$ cat config.mk
export PLATFORM = sky130hd
export DESIGN_NAME = fetch_stage_flat
export DESIGN_NICKNAME = d
export VERILOG_FILES = /design/src/rtl/fetch_stage_if.sv /design/src/rtl/fetch_stage.sv /design/src/flat_wrapper.sv
export SDC_FILE = /design/constraint.sdc
export NUM_CORES = 1
export LEC_CHECK = 0
export CORE_AREA = 2 2 193 195
export DETAILED_ROUTE_END_ITERATION = 12
export DIE_AREA = 0 0 195 197
export PLACE_DENSITY = 0.7
export SLEW_MARGIN = 20
export SYNTH_ARGS = -nofsm -noshare
export SYNTH_HDL_FRONTEND = slang
export SYNTH_SLANG_ARGS = --single-unit
$ cat constraint.sdc
create_clock -name clk -period 5.8 [get_ports clk]
set_clock_uncertainty 0.15 [all_clocks]
set_input_delay 1.74 -clock clk [delete_from_list [all_inputs] [get_ports clk]]
set_output_delay 1.74 -clock clk [all_outputs]
set_load 0.01 [all_outputs]
$ cat src/rtl/fetch_stage_if.sv
// Instruction-memory port of the Y86-64 fetch stage: fetch PC out, 10-byte window and error back.
interface fetch_stage_if;
  logic [63:0] imem_addr;
  logic [79:0] imem_data;
  logic        imem_error;

  modport master (output imem_addr, input imem_data, input imem_error);
  modport slave  (input imem_addr, output imem_data, output imem_error);
endinterface

$ cat src/rtl/fetch_stage.sv
// Y86-64 fetch stage: PC select, instruction split, valP/predicted-PC generation and the F/D registers.
module fetch_stage #(
  parameter logic [63:0] RESET_PC = 64'd0
) (
  input  logic          clk,
  input  logic          rst_n,
  input  logic          F_stall,
  input  logic          D_stall,
  input  logic          D_bubble,
  input  logic [3:0]    M_icode,
  input  logic          M_Cnd,
  input  logic [63:0]   M_valA,
  input  logic [3:0]    W_icode,
  input  logic [63:0]   W_valM,
  fetch_stage_if.master imem,
  output logic [63:0]   F_predPC,
  output logic [2:0]    D_stat,
  output logic [3:0]    D_icode,
  output logic [3:0]    D_ifun,
  output logic [3:0]    D_rA,
  output logic [3:0]    D_rB,
  output logic [63:0]   D_valC,
  output logic [63:0]   D_valP
);
  localparam int unsigned XLEN = 64;

  localparam logic [3:0] I_HALT = 4'h0;
  localparam logic [3:0] I_NOP  = 4'h1;
  localparam logic [3:0] I_JXX  = 4'h7;
  localparam logic [3:0] I_CALL = 4'h8;
  localparam logic [3:0] I_RET  = 4'h9;
  localparam logic [3:0] I_MAX  = 4'hB;
  localparam logic [3:0] RNONE  = 4'hF;

  localparam logic [2:0] S_AOK = 3'd1;
  localparam logic [2:0] S_HLT = 3'd2;
  localparam logic [2:0] S_ADR = 3'd3;
  localparam logic [2:0] S_INS = 3'd4;

  typedef struct packed {
    logic [2:0]      stat;
    logic [3:0]      icode;
    logic [3:0]      ifun;
    logic [3:0]      ra;
    logic [3:0]      rb;
    logic [XLEN-1:0] valc;
    logic [XLEN-1:0] valp;
  } dreg_t;

  localparam dreg_t D_NOP = '{stat: S_AOK, icode: I_NOP, ifun: 4'h0, ra: RNONE, rb: RNONE,
                              valc: XLEN'(0), valp: XLEN'(0)};

  logic [XLEN-1:0] f_pc;
  logic [XLEN-1:0] f_predpc;
  logic [3:0]      raw_icode;
  logic [3:0]      raw_ifun;
  logic            need_regids;
  logic            need_valc;
  dreg_t           f_d;
  dreg_t           d_q;

  // Mispredicted jXX outranks ret; otherwise fetch from the prediction
  always_comb begin
    f_pc = F_predPC;
    if (M_icode == I_JXX && !M_Cnd)
      f_pc = M_valA;
    else if (W_icode == I_RET)
      f_pc = W_valM;
  end

  assign imem.imem_addr = f_pc;

  // Field split, status, valP and next-PC prediction
  always_comb begin
    raw_icode   = imem.imem_data[7:4];
    raw_ifun    = imem.imem_data[3:0];
    need_regids = raw_icode inside {4'h2, 4'h3, 4'h4, 4'h5, 4'h6, 4'hA, 4'hB};
    need_valc   = raw_icode inside {4'h3, 4'h4, 4'h5, I_JXX, I_CALL};

    f_d       = D_NOP;
    f_d.icode = raw_icode;
    f_d.ifun  = raw_ifun;
    if (need_regids) begin
      f_d.ra = imem.imem_data[15:12];
      f_d.rb = imem.imem_data[11:8];
    end
    if (need_valc)
      f_d.valc = need_regids ? imem.imem_data[79:16] : imem.imem_data[71:8];
    f_d.valp = f_pc + XLEN'(1) + XLEN'(need_regids) + (need_valc ? XLEN'(8) : XLEN'(0));

    if (imem.imem_error) begin
      f_d.stat  = S_ADR;
      f_d.icode = I_NOP;
      f_d.ifun  = 4'h0;
    end else if (raw_icode > I_MAX) begin
      f_d.stat = S_INS;
    end else if (raw_icode == I_HALT) begin
      f_d.stat = S_HLT;
    end else begin
      f_d.stat = S_AOK;
    end

    f_predpc = (raw_icode == I_JXX || raw_icode == I_CALL) ? f_d.valc : f_d.valp;
  end

  always_ff @(posedge clk or negedge rst_n) begin
    if (!rst_n)
      F_predPC <= RESET_PC;
    else if (!F_stall)
      F_predPC <= f_predpc;
  end

  // Stall holds, bubble injects a nop, otherwise capture the fetched instruction
  always_ff @(posedge clk or negedge rst_n) begin
    if (!rst_n)
      d_q <= D_NOP;
    else if (!D_stall)
      d_q <= D_bubble ? D_NOP : f_d;
  end

  assign D_stat  = d_q.stat;
  assign D_icode = d_q.icode;
  assign D_ifun  = d_q.ifun;
  assign D_rA    = d_q.ra;
  assign D_rB    = d_q.rb;
  assign D_valC  = d_q.valc;
  assign D_valP  = d_q.valp;

endmodule

$ cat src/flat_wrapper.sv
// flat-port wrapper written by rule: the top's interface ports become plain ports
module fetch_stage_flat 
#(
  parameter logic [63:0] RESET_PC = 64'd0
)
  (clk, rst_n, F_stall, D_stall, D_bubble, M_icode, M_Cnd, M_valA, W_icode, W_valM, F_predPC, D_stat, D_icode, D_ifun, D_rA, D_rB, D_valC, D_valP, imem_imem_addr, imem_imem_data, imem_imem_error);
  fetch_stage_if imem_i ();
  input  logic clk;
  input  logic rst_n;
  input  logic F_stall;
  input  logic D_stall;
  input  logic D_bubble;
  input  logic [3:0] M_icode;
  input  logic M_Cnd;
  input  logic [63:0] M_valA;
  input  logic [3:0] W_icode;
  input  logic [63:0] W_valM;
  output logic [63:0] F_predPC;
  output logic [2:0] D_stat;
  output logic [3:0] D_icode;
  output logic [3:0] D_ifun;
  output logic [3:0] D_rA;
  output logic [3:0] D_rB;
  output logic [63:0] D_valC;
  output logic [63:0] D_valP;
  output wire logic [$bits(imem_i.imem_addr)-1:0] imem_imem_addr;
  input wire logic [$bits(imem_i.imem_data)-1:0] imem_imem_data;
  input wire logic [$bits(imem_i.imem_error)-1:0] imem_imem_error;
  assign imem_imem_addr = imem_i.imem_addr;
  assign imem_i.imem_data = imem_imem_data;
  assign imem_i.imem_error = imem_imem_error;
  fetch_stage #(.RESET_PC(RESET_PC)) u_core (.clk(clk), .rst_n(rst_n), .F_stall(F_stall), .D_stall(D_stall), .D_bubble(D_bubble), .M_icode(M_icode), .M_Cnd(M_Cnd), .M_valA(M_valA), .W_icode(W_icode), .W_valM(W_valM), .imem(imem_i), .F_predPC(F_predPC), .D_stat(D_stat), .D_icode(D_icode), .D_ifun(D_ifun), .D_rA(D_rA), .D_rB(D_rB), .D_valC(D_valC), .D_valP(D_valP));
endmodule
== After elaboration in Yosys (flattened, before gate mapping) ==
Cells that the tools add are included.

* Register bits after elaboration: 211
* Input port bits: 223
* Logic and storage cells: 41

* $add $sub $neg: 3
* Reduce and logical (&&, ||, !) cells: 6
* Mux-type cells: 12
* $lt $le $gt $ge: 1
* Equal/unequal tests: 11

{| class="wikitable"
|+ Operator list
! kind !! number
|-
| 64-bit two-way mux || 5
|-
| 147-bit two-way mux || 1
|-
| 64-bit by 1-bit adder with 64-bit output || 1
|-
| 64-bit by 1-bit adder with 64-bit output (second input constant) || 1
|-
| 64-bit adder || 1
|-
| 4-bit by 3-bit == test with 1-bit output (second input constant) || 5
|-
| 4-bit == test (second input constant) || 4
|-
| 8-bit two-way mux || 2
|-
| 4-bit by 2-bit == test with 1-bit output (second input constant) || 2
|-
| 7-bit nonzero test || 1
|-
| 3-bit two-way mux || 2
|-
| 5-bit nonzero test || 1
|-
| 4-bit greater-than comparator (second input constant) || 1
|-
| 4-bit zero test || 1
|-
| 4-bit two-way mux || 1
|-
| 2-bit two-way mux || 1
|-
| 1-bit logical AND || 1
|-
| 1-bit zero test || 1
|-
| 1-bit logical OR || 1
|}

== Depth between registers and ports, before layout ==
* Depth in word-level cells: 7
* Mapped depth: 22
* Mapped depth without buffers: 15

== Worst setup path after synthesis ==
No wires, ideal clock.

* Kind: input-to-reg
* From: in W_icode[1]
* To: reg u_core.F_predPC[62]
* Arrival time: 6.398 ns
* Stages: 22
* Path slack: -0.817 ns
* Cell sequence: and4bb_1 -> buf_4 -> buf_2 -> buf_2 -> buf_1 -> clkbuf_1 -> buf_1 -> mux2i_1 -> o21a_1 -> ha_1 -> inv_1 -> ha_1 -> and3_1 -> a31oi_1 -> o31ai_2 -> nand3b_2 -> or4_1 -> buf_2 -> or3_1 -> clkbuf_2 -> or4_1 -> nand3_1

* Longest elaborated chain between the ends: 7

{| class="wikitable"
|+ RTL lines
! element !! RTL line !! source
|-
| from (decl) || flat_wrapper.sv:16 || <nowiki>input logic [3:0] W_icode;</nowiki>
|-
| 4-bit == test || fetch_stage.sv:67 || <nowiki>else if (W_icode == I_RET)</nowiki>
|-
| 64-bit two-way mux || fetch_stage.sv:67 ||
|-
| 64-bit two-way mux || fetch_stage.sv:65 || <nowiki>if (M_icode == I_JXX && !M_Cnd)</nowiki>
|-
| 64-bit by 1-bit adder with 64-bit output (2 in a row) || fetch_stage.sv:89 || <nowiki>f_d.valp = f_pc + XLEN'(1) + XLEN'(need_regids) + (need_valc ? XLEN'(8) : XLEN'(0));</nowiki>
|-
| 64-bit adder || fetch_stage.sv:89 ||
|-
| 64-bit two-way mux || fetch_stage.sv:103 || <nowiki>f_predpc = (raw_icode == I_JXX || raw_icode == I_CALL) ? f_d.valc : f_d.valp;</nowiki>
|-
| to (signal assigned) || fetch_stage.sv:110 || <nowiki>F_predPC <= f_predpc;</nowiki>
|-
| to (decl) || fetch_stage.sv:16 || <nowiki>output logic [63:0] F_predPC,</nowiki>
|}

No other way between the ends.
A chain may end at the register's enable or synchronous reset.

== Worst setup path after layout ==
* From: in W_icode[1]
* To: out imem_imem_addr[40]

* Longest elaborated chain between the ends: 3

{| class="wikitable"
|+ RTL lines
! element !! RTL line !! source
|-
| 4-bit == test || fetch_stage.sv:67 ||
|-
| 64-bit two-way mux || fetch_stage.sv:67 ||
|-
| 64-bit two-way mux || fetch_stage.sv:65 ||
|-
| to (decl) || flat_wrapper.sv:26 || <nowiki>output wire logic [$bits(imem_i.imem_addr)-1:0] imem_imem_addr;</nowiki>
|}

No other way between the ends.

==> results_dict.tcl <==
set metrics [dict create \
    status "finished, final reports clean" \
    grt_pass1_wl_um 97500 \
    htreeDepth 1 \
    grt_usage 0.337 \
    power_density_nw_per_um2 276 \
    drt_pass1_iterations 6 \
    fin_cells 2651 \
    insertion_delay_ns 0.55 \
    viasPerCell 5.81 \
    startpoint_type "input port" \
    clock_path_buffers 3 \
    antenna_found_initial 8 \
    cp_max_fo 16 \
    r2r_end "u_core.F_predPC[62]$_DFFE_PN0N_" \
    grt_pass1_vias 14800 \
    r2r_start "u_core.F_predPC[0]$_DFFE_PN0N_" \
    ys_top_cells_by_count "nand2_1 (362), dfrtp_1 (201), a21oi_1 (104)" \
    layout_min_cycle_time_ns 5.78 \
    cpMostUsedCell "clkdlybuf4s50_1" \
    synth_top_area_cell "dfrtp_1" \
    wirelength_um 67000 \
    tns_ns 0 \
    max-cap-violations 0 \
    cts_tree "built" \
    ys_seq_elements 211 \
    netlist_area_um2 13100 \
    drive_gt1_frac 0.130 \
    grt_max_degree 88 \
    synth.most_common_cell "nand2_1" \
    syn_to_final_growth_pct 56.8 \
    yosysSeqAreaShare 0.403 \
    yosys_warnings 0 \
    drc 0 \
    numPortBuffers 497 \
    die_y_um 197 \
    hpwl_um 51800 \
    critPathSlowestCell "clkdlybuf4s50_1" \
    regArea_um2 5290 \
    syn_nets 1827 \
    nets 2383 \
    synth_cell_types 71 \
    gp_congestion 0.976 \
    clkTransAtPathRegs_ns 0.06 \
    cp-startpoint "W_icode[1]" \
    core-area_um2 36300 \
    avgSynthCellArea_um2 8.20 \
    clkSinkCount 211 \
    finalSetupViolations 0 \
    cp.required_ns 3.91 \
    tightestPinTransition_ns 1.05 \
    multi_input_area_um2 7320 \
    reg2reg_depth 13 \
    leakage_nw 8.87 \
    cts_inserted_buffers 26 \
    critPathCaptureType "output port" \
    dr_total_vias 15400 \
    drtAntennaViolNets 0 \
    cts_root_buf "clkbuf_16" \
    final_core_util 0.567 \
    synth_top_area_share 0.383 \
    synth.top_cells.by_area "dfrtp_1 (38%), nand2_1 (10%), a22o_1 (5.6%)" \
    synth_edf_count 0 \
    placement.cell_area_um2 19500 \
    drv_slew 0 \
    endpoint "imem_imem_addr[40]" \
    relSlewSlack 0.298 \
    fillers 3350 \
    hold_slack_ns 0.314 \
    fp-row-count 70 \
    slowest_delay_ns 0.63 \
    dp.cells 2593 \
    worstPathCellList "clkdlybuf4s50_1 -> and4bb_4 -> buf_8 -> nand2_1 -> a31oi_1 -> clkdlybuf4s50_1" \
    drtIter0Drc 1641 \
    hold_viol_final 0 \
    holdBufCountCts 0 \
    preCtsSetupSlack_ns -0.0685 \
    syn-instance-count 1600 \
    initial_core_util 0.362 \
    fp.dieArea_um2 38400 \
    final_area_um2 20600 \
    path_class "in -> out" \
    gr-total-overflow 0 \
    rrSetupSlack_ns 2.12 \
    layout_setup_ws_ns 0.0241 \
    min_path_type "reg -> reg" \
    fmax_mhz 173 \
    pin_count 498 \
    vdd_drop_max_v 0.000219 \
    synthArstFlopShare 1.00 \
    die_x_um 195 \
    arrival_ns 3.89 \
    ys.flop_type "dfrtp_1" \
    routedWlPerCell_um 25.3 \
    p_total_mw 5.67 \
    fin_crit_sh 0.996 \
]
layout by cell type (no fill, tap or decap), types with 28 or more instances in the layout:
cell type          n
a21oi_1          104
a22o_1            84
a22oi_1           31
a31oi_1           28
buf_4            155
clkbuf_16         28
clkdlybuf4s50_1  487
dfrtp_1          201
inv_1             33
mux2i_1           58
nand2_1          361
nand3_1           54
nor2_1            74
nor3_1            59
o21ai_0           68
metal layers:
layer  up-vias  track usage  part of all wire  wire length (um)
met2       891        0.528              0.45             30200
met3       123       0.0549             0.090              6050
li1       6886            -                 -                 -
met5         -            0                 0                 0
met1      7511        0.472              0.42             28500
met4         0        0.117             0.035              2340
cell type report:
type                       count  share of cell area
antenna                        7            0.000852
clock inverter                 9             0.00383
timing repair buffer         662               0.309
tap                          468              0.0285
sequential                   211               0.257
multi-input combinational   1220               0.356
inverter                      35             0.00639
clock buffer                  39              0.0380
worst max-delay path, delay by kind of cell:
kind / cells / cell delay (ns)
and+or+nand+nor: 2 / 0.48
buffers and inverters: 3 / 1.27
AOI/OAI and AO/OA: 1 / 0.39
registers in the layout, indices dropped and copies added (netlist names):
register / cells
u_core.D_icode: 4
u_core.D_rA: 4
u_core.D_valP: 64
u_core.D_ifun: 4
u_core.D_rB: 4
u_core.D_valC: 64
u_core.D_stat: 3
u_core.F_predPC: 64
how the worst min path moves through the flow:
stage	from	end	slack (ns)	depth (start not counted)
3_5_place_dp	u_core.D_rB[0]$_DFFE_PN1N_	u_core.D_rB[0]$_DFFE_PN1N_	0.31	2
3_3_place_gp	u_core.D_rB[0]$_DFFE_PN1N_	u_core.D_rB[0]$_DFFE_PN1N_	0.30	2
4_1_cts	u_core.D_rB[0]$_DFFE_PN1N_	u_core.D_rB[0]$_DFFE_PN1N_	0.32	2
6_report	u_core.D_rB[3]$_DFFE_PN1N_	u_core.D_rB[3]$_DFFE_PN1N_	0.31	2
5_1_grt	u_core.D_rA[0]$_DFFE_PN1N_	u_core.D_rA[0]$_DFFE_PN1N_	0.34	2
2_1_floorplan	u_core.D_icode[0]$_DFFE_PN1N_	u_core.D_icode[0]$_DFFE_PN1N_	0.32	2
cell families after synthesis:
kind of cell / after synthesis / share of synthesized area
simple gates: 692 / 0.248
compound gates: 427 / 0.220
flops: 211 / 0.403
buf+inv: 169 / 0.0529
mux: 63 / 0.0486
xor+xnor: 34 / 0.0227
fa+ha+maj: 4 / 0.00382
where the power goes:
part	leakage (nW)	total [mW]	internal, mW	switching, mW
clock network	0.421	1.65	0.971	0.682
registers	2.79	1.86	1.66	0.204
logic	5.65	2.15	1.09	1.07
total	8.87	5.67	3.72	1.95
what timing repair did:
action                                  CTS  global route
gates resized for setup                   3            21
endpoints found under the setup margin   11            31
pin swaps                                 0             1
buffers inserted                          0             2
cloned                                    0             1
Note: power is estimated with default switching activity, not from simulation.
